$ cat config.mk
export PLATFORM = sky130hd
export DESIGN_NAME = turn_sequencer
export DESIGN_NICKNAME = d
export VERILOG_FILES = /design/src/rtl/game_pkg.sv /design/src/rtl/turn_sequencer_phase_timer.sv /design/src/rtl/turn_sequencer.sv
export SDC_FILE = /design/constraint.sdc
export NUM_CORES = 1
export LEC_CHECK = 0
export BUFFER_PORTS_ARGS = -buffer_cell sky130_fd_sc_hd__buf_4
export CORE_MARGIN = 2
export CORE_UTILIZATION = 40
export DETAILED_ROUTE_END_ITERATION = 6
export PLACE_DENSITY = 0.71
export SLEW_MARGIN = 20
export SYNTH_ARGS = -nofsm -noshare
export SYNTH_HDL_FRONTEND = slang
export SYNTH_SLANG_ARGS = --single-unit
$ cat constraint.sdc
create_clock -name clk -period 2.15 [get_ports clk]
set_input_delay 0.43 -clock clk [delete_from_list [all_inputs] [get_ports clk]]
set_output_delay 0.43 -clock clk [all_outputs]
set_load 0.05 [all_outputs]
$ cat src/rtl/game_pkg.sv
// game_pkg: shared types for the battle-flow controller.
//   state_t      - top-level game state, codes consumed by the pixel mux
//   anim_phase_t - game-over animation phase
//   STATE_W      - width of state_t
package game_pkg;

    localparam int STATE_W = 4;

    typedef enum logic [STATE_W-1:0] {
        MENU   = 4'b0000,
        PLAYER = 4'b0001,
        ENEMY  = 4'b1000,
        OVER   = 4'b1111
    } state_t;

    typedef enum logic [1:0] {
        HOLD    = 2'd0,
        DIVIDED = 2'd1,
        FALL    = 2'd2
    } anim_phase_t;

endpackage

$ cat src/rtl/turn_sequencer_phase_timer.sv
// phase_timer: load/enable down-counter with a terminal-count flag.
// Ports:
//   clk, rst    - clock, synchronous active-high reset (count -> 0)
//   i_load      - load i_load_val (takes precedence over counting)
//   i_load_val  - value loaded; the phase then lasts i_load_val+1 enabled cycles
//   i_en        - count down while enabled; holds at zero
//   o_tc        - high while enabled with the count at zero
module phase_timer #(
    parameter int unsigned WIDTH = 32
) (
    input  logic             clk,
    input  logic             rst,
    input  logic             i_load,
    input  logic [WIDTH-1:0] i_load_val,
    input  logic             i_en,
    output logic             o_tc
);

    logic [WIDTH-1:0] r_count;

    always_ff @(posedge clk) begin
        if (rst) begin
            r_count <= '0;
        end else if (i_load) begin
            r_count <= i_load_val;
        end else if (i_en && (r_count != '0)) begin
            r_count <= r_count - WIDTH'(1);
        end
    end

    // Independent of i_load so the owner may reload in the terminal cycle.
    assign o_tc = i_en && (r_count == '0);

endmodule

$ cat src/rtl/turn_sequencer.sv
// turn_sequencer: battle-flow controller. Sequences MENU -> PLAYER -> ENEMY
// -> MENU on rising edges of the phase done inputs, pre-empts to OVER on
// game_over, counts completed enemy turns and runs the game-over animation.
// Optional macro TURN_TIMEOUT_EN: PLAYER ends on its own after
// PLAYER_TIMEOUT_CYCLES cycles without a player_done rise.
// Ports:
//   clk, rst              - clock, synchronous active-high reset
//   menu_done_in          - menu finished (rising edge is the event)
//   player_done_in        - player finished (rising edge is the event)
//   enemy_done_in         - enemy finished (rising edge is the event)
//   game_over_in          - player HP zero (rising edge is the event)
//   state_out             - game_pkg::state_t code
//   round_rst_out         - one-cycle pulse on ENEMY -> MENU
//   round_count_out       - completed enemy turns, saturating
//   anim_phase_out        - 0 hold, 1 divided, 2 fall-apart; 0 outside OVER
//   divided_out           - split-heart enable
//   fall_apart_valid_out  - fall-apart start/enable
module turn_sequencer
    import game_pkg::*;
#(
    parameter int unsigned HEART_HOLD_CYCLES     = 65000000,
    parameter int unsigned DIVIDE_HOLD_CYCLES    = 130000000,
    parameter int unsigned PLAYER_TIMEOUT_CYCLES = 650000000,
    parameter int unsigned ROUND_W               = 8
) (
    input  logic               clk,
    input  logic               rst,
    input  logic               menu_done_in,
    input  logic               player_done_in,
    input  logic               enemy_done_in,
    input  logic               game_over_in,
    output logic [STATE_W-1:0] state_out,
    output logic               round_rst_out,
    output logic [ROUND_W-1:0] round_count_out,
    output logic [1:0]         anim_phase_out,
    output logic               divided_out,
    output logic               fall_apart_valid_out
);

    if (HEART_HOLD_CYCLES == 0 || DIVIDE_HOLD_CYCLES == 0 || PLAYER_TIMEOUT_CYCLES == 0) begin : g_bad_param
        $error("turn_sequencer: cycle-count parameters must be non-zero");
    end

    localparam logic [31:0] HOLD_LOAD   = 32'(HEART_HOLD_CYCLES - 1);
    localparam logic [31:0] DIVIDE_LOAD = 32'(DIVIDE_HOLD_CYCLES - 1);

    state_t             r_state, w_next_state;
    logic               r_round_rst, w_next_round_rst;
    logic [ROUND_W-1:0] r_round_count, w_next_round_count;
    anim_phase_t        r_anim_phase, w_next_anim_phase;
    logic               r_divided, w_next_divided;
    logic               r_fall_valid, w_next_fall_valid;

    logic r_menu_prev, r_player_prev, r_enemy_prev, r_go_prev;
    logic w_menu_ev, w_player_ev, w_enemy_ev, w_go_ev;

    logic        w_anim_load, w_anim_en, w_anim_tc;
    logic [31:0] w_anim_load_val;
    logic        w_to_tc;

    assign w_menu_ev   = menu_done_in   && !r_menu_prev;
    assign w_player_ev = player_done_in && !r_player_prev;
    assign w_enemy_ev  = enemy_done_in  && !r_enemy_prev;
    assign w_go_ev     = game_over_in   && !r_go_prev;

    phase_timer #(.WIDTH(32)) u_anim_timer (
        .clk        (clk),
        .rst        (rst),
        .i_load     (w_anim_load),
        .i_load_val (w_anim_load_val),
        .i_en       (w_anim_en),
        .o_tc       (w_anim_tc)
    );

`ifdef TURN_TIMEOUT_EN
    localparam logic [31:0] TIMEOUT_LOAD = 32'(PLAYER_TIMEOUT_CYCLES - 1);

    // Reloaded in every other state, so it is fresh on the first PLAYER cycle.
    phase_timer #(.WIDTH(32)) u_turn_timer (
        .clk        (clk),
        .rst        (rst),
        .i_load     (r_state != PLAYER),
        .i_load_val (TIMEOUT_LOAD),
        .i_en       (r_state == PLAYER),
        .o_tc       (w_to_tc)
    );
`else
    assign w_to_tc = 1'b0;
`endif

    always_ff @(posedge clk) begin
        if (rst) begin
            r_state       <= MENU;
            r_round_rst   <= 1'b0;
            r_round_count <= '0;
            r_anim_phase  <= HOLD;
            r_divided     <= 1'b0;
            r_fall_valid  <= 1'b0;
            r_menu_prev   <= 1'b0;
            r_player_prev <= 1'b0;
            r_enemy_prev  <= 1'b0;
            r_go_prev     <= 1'b0;
        end else begin
            r_state       <= w_next_state;
            r_round_rst   <= w_next_round_rst;
            r_round_count <= w_next_round_count;
            r_anim_phase  <= w_next_anim_phase;
            r_divided     <= w_next_divided;
            r_fall_valid  <= w_next_fall_valid;
            r_menu_prev   <= menu_done_in;
            r_player_prev <= player_done_in;
            r_enemy_prev  <= enemy_done_in;
            r_go_prev     <= game_over_in;
        end
    end

    always_comb begin
        w_next_state       = r_state;
        w_next_round_rst   = 1'b0;
        w_next_round_count = r_round_count;
        w_next_anim_phase  = r_anim_phase;
        w_next_divided     = r_divided;
        w_next_fall_valid  = r_fall_valid;
        w_anim_load        = 1'b0;
        w_anim_load_val    = HOLD_LOAD;
        w_anim_en          = 1'b0;

        if (r_state != OVER && w_go_ev) begin
            w_next_state      = OVER;
            w_next_anim_phase = HOLD;
            w_next_divided    = 1'b0;
            w_next_fall_valid = 1'b0;
            w_anim_load       = 1'b1;
        end else begin
            case (r_state)
                MENU: begin
                    if (w_menu_ev) w_next_state = PLAYER;
                end
                PLAYER: begin
                    if (w_player_ev || w_to_tc) w_next_state = ENEMY;
                end
                ENEMY: begin
                    if (w_enemy_ev) begin
                        w_next_state     = MENU;
                        w_next_round_rst = 1'b1;
                        if (r_round_count != '1) begin
                            w_next_round_count = r_round_count + ROUND_W'(1);
                        end
                    end
                end
                OVER: begin
                    // Counter freezes once the fall-apart phase is reached.
                    w_anim_en = (r_anim_phase != FALL);
                    if (w_anim_tc) begin
                        if (r_anim_phase == HOLD) begin
                            w_next_anim_phase = DIVIDED;
                            w_next_divided    = 1'b1;
                            w_anim_load       = 1'b1;
                            w_anim_load_val   = DIVIDE_LOAD;
                        end else if (r_anim_phase == DIVIDED) begin
                            w_next_anim_phase = FALL;
                            w_next_fall_valid = 1'b1;
                        end
                    end
                end
                default: w_next_state = MENU;
            endcase
        end
    end

    assign state_out            = r_state;
    assign round_rst_out        = r_round_rst;
    assign round_count_out      = r_round_count;
    assign anim_phase_out       = r_anim_phase;
    assign divided_out          = r_divided;
    assign fall_apart_valid_out = r_fall_valid;

endmodule

==> impl_metrics.json <==
{
  "cts_tree": "built",
  "grt_max_degree": 42,
  "arrival_ps": 2490,
  "clock_skew_ps": 8.62,
  "track_usage": 0.194,
  "p_leak_nw": 1.33,
  "final_antenna_net_count": 0,
  "synthMuxAreaShare": 0.0240,
  "synth_top_family_by_area": "simple AND/OR/NAND/NOR gates",
  "max-slew-margin-rel": 0.529,
  "post-route-min-period_ps": 2310,
  "ys_dominant_reg_cell": "dfxtp_1",
  "outcome": "finished, violations left",
  "rows": 29,
  "synth_edf_count": 0,
  "place_ws_ps": -211,
  "ys_seq_area_frac": 0.384,
  "final_layout_size_suffix_gt1_frac": 0.350,
  "synth_fa_ha_area_frac": 0.00924,
  "synthXorXnorAreaFrac": 0.0291,
  "syn2layout_area_growth_pct": 32.9,
  "die-area_um2": 7440,
  "yosys.area_share.simple": 0.317,
  "clk_pin_slew_ps": 90,
  "synth_seq_cells": 52,
  "grt_pass1_wl_um": 11900,
  "htreeDepth": 2,
  "cts_sinks": 52,
  "cts_hold_buf": 0,
  "pin_count": 23,
  "fmax_mhz": 433,
  "antenna_found_initial": 0,
  "die_x_um": 86.3,
  "core_area_um2": 6460,
  "syn_inst": 309,
  "dp_hpwl_um": 4860,
  "numPortBuffers": 22,
  "clockRootBuffer": "clkbuf_8",
  "violations": "negative setup slack",
  "synth.avg_cell_area_um2": 8.76,
  "final_cell_area_um2": 3600,
  "r2r_slack_ps": -160,
  "clk_path_buf_depth": 2,
  "clkLatencyLatePin_ps": 300,
  "holdCritPathClass": "input pin to flop",
  "placed_area_um2": 3320,
  "grt_pass1_vias": 2554,
  "crit_path_start_kind": "flop",
  "critPathKind": "flop to flop",
  "power_density_nw_per_um2": 585,
  "hold_viol": 0,
  "fin_total_pwr_mw": 2.11,
  "synth_nets": 317,
  "period_share": 1.07,
  "wl_per_cell_um": 15.1,
  "yosys_warnings": 0,
  "syn_area_um2": 2710,
  "async_flop_share": 0,
  "drt_first_pass_iters": 4,
  "vias_per_cell": 5.82,
  "hold_ws_ps": 350,
  "required_ps": 2330,
  "setup_viol": 30,
  "cp-end-kind": "flop",
  "cts_buffers": 5,
  "rsz0062_at_grt": "true",
  "final_net_count": 390,
  "overflow": 0,
  "worst_pin_slew_ps": 705,
  "synth_cell_types": 59,
  "final-max-slew-violation-count": 0,
  "synth_compound_area_frac": 0.185,
  "fin_ws_ps": -157,
  "routed_wl_um": 6940,
  "max_cap_viol_count": 0,
  "num_vias": 2678,
  "diodes": 0,
  "path_max_fanout": 30,
  "drc": 0,
  "initial_core_util": 0.419,
  "die_y_um": 86.3,
  "initialDrtViolationCount": 176,
  "gp_congestion": 0.903,
  "ir_drop_v": 0.000340
}
==> placed cells by master, fill, tap and decap left out, types with 10 or more instances in the layout <==
cell type	count
nand2_1	16
dfxtp_1	48
a21oi_1	10
buf_4	80
a31oi_1	19
or3_1	10
nor2_1	20
or4_1	13
o31ai_1	11
nand3_1	12
==> area by class of cell <==
| class | instances | area, um^2 |
|---|---|---|
| inverter | 6 | 22.5 |
| timing repair buffer | 84 | 663 |
| fill | 553 | 2860 |
| clock buffer | 6 | 72.6 |
| tap | 77 | 96.3 |
| clock inverter | 2 | 35.0 |
| sequential | 52 | 1050 |
| multi-input combinational | 233 | 1660 |
==> cells by family (layout without fill, tap and decap cells) <==
| logic type | Yosys count | in the layout |
|---|---|---|
| buffers and inverters | 25 | 98 |
| xor gates and xnor gates | 9 | 9 |
| AOI/OAI and AO/OA | 71 | 72 |
| DFF | 52 | 52 |
| adders and majority gates | 2 | 2 |
| muxes | 6 | 6 |
| and+or+nand+nor | 144 | 144 |
==> cell usage after synthesis (all sizes together) (6+ instances only) <==
| cell | number | area, um^2 |
|---|---|---|
| nor3 | 6 | 30.0 |
| o31ai | 14 | 124 |
| a31oi | 19 | 119 |
| xnor2 | 9 | 78.8 |
| or3 | 11 | 70.1 |
| buf | 8 | 62.6 |
| nand3 | 12 | 60.1 |
| nor4 | 13 | 87.6 |
| nand2 | 19 | 71.3 |
| a21oi | 13 | 68.8 |
| inv | 6 | 22.5 |
| clkbuf | 11 | 51.3 |
| or4 | 20 | 161 |
| dfxtp | 52 | 1040 |
| nand2b | 6 | 37.5 |
| nor2 | 22 | 82.6 |
==> state kept, by name, summed over array words and instances (netlist names) <==
name,count
anim_phase_out,2
r_menu_prev,1
round_rst_out,1
fall_apart_valid_out,1
r_player_prev,1
r_enemy_prev,1
r_go_prev,1
round_count_out,8
state_out,3
u_anim_timer.r_count,32
divided_out,1
==> metal layers <==
metal  GRT usage  part of all wire  vias up
li1            -                 -     1332
met1       0.279              0.49     1278
met2       0.304              0.46       56
met3      0.0286             0.034       12
met4      0.0568             0.018        0
met5           0                 0        -
==> repair_timing <==
action / CTS / global route
cloned: 1 / 0
gates resized for setup: 11 / 13
hold endpoints to repair: 0 / 0
buffers inserted: 3 / 4
pin swaps: 18 / 13
setup endpoints to repair: 34 / 36
==> worst paths after layout <==
| check | start | end | cells past startpoint |
|---|---|---|---|
| max reg2reg | u_anim_timer.r_count[14] | u_anim_timer.r_count[23] | 7 |
| min reg2reg | fall_apart_valid_out | fall_apart_valid_out | 2 |
| max | u_anim_timer.r_count[14] | u_anim_timer.r_count[23] | 7 |
| min | enemy_done_in | r_enemy_prev | 2 |
==> report_power, final <==
group | switching [mW] | internal, mW | total (mW)
logic | 0.231 | 0.185 | 0.416
clock network | 0.317 | 0.346 | 0.663
registers | 0.0247 | 1.00 | 1.03
total | 0.572 | 1.53 | 2.11
==> stage by stage <==
step | utilization | setup TNS (ps) | cells
after floorplan | - | -846 | 309
after global placement | 0.514 | -4190 | 444
after detailed placement | 0.514 | -5020 | 444
after CTS | 0.542 | -4180 | 456
after global routing | 0.557 | -5750 | 460
final | 0.557 | -3180 | 460
==> critical path, stage by stage, from the launching register on <==
cell and delay (ps):
dfxtp_1 320, or4_4 560, or4_4 530, buf_12 150, o31ai_4 200, buf_12 200
or4b_2 130, a31oi_1 80
(Power assumes the default switching activity.)
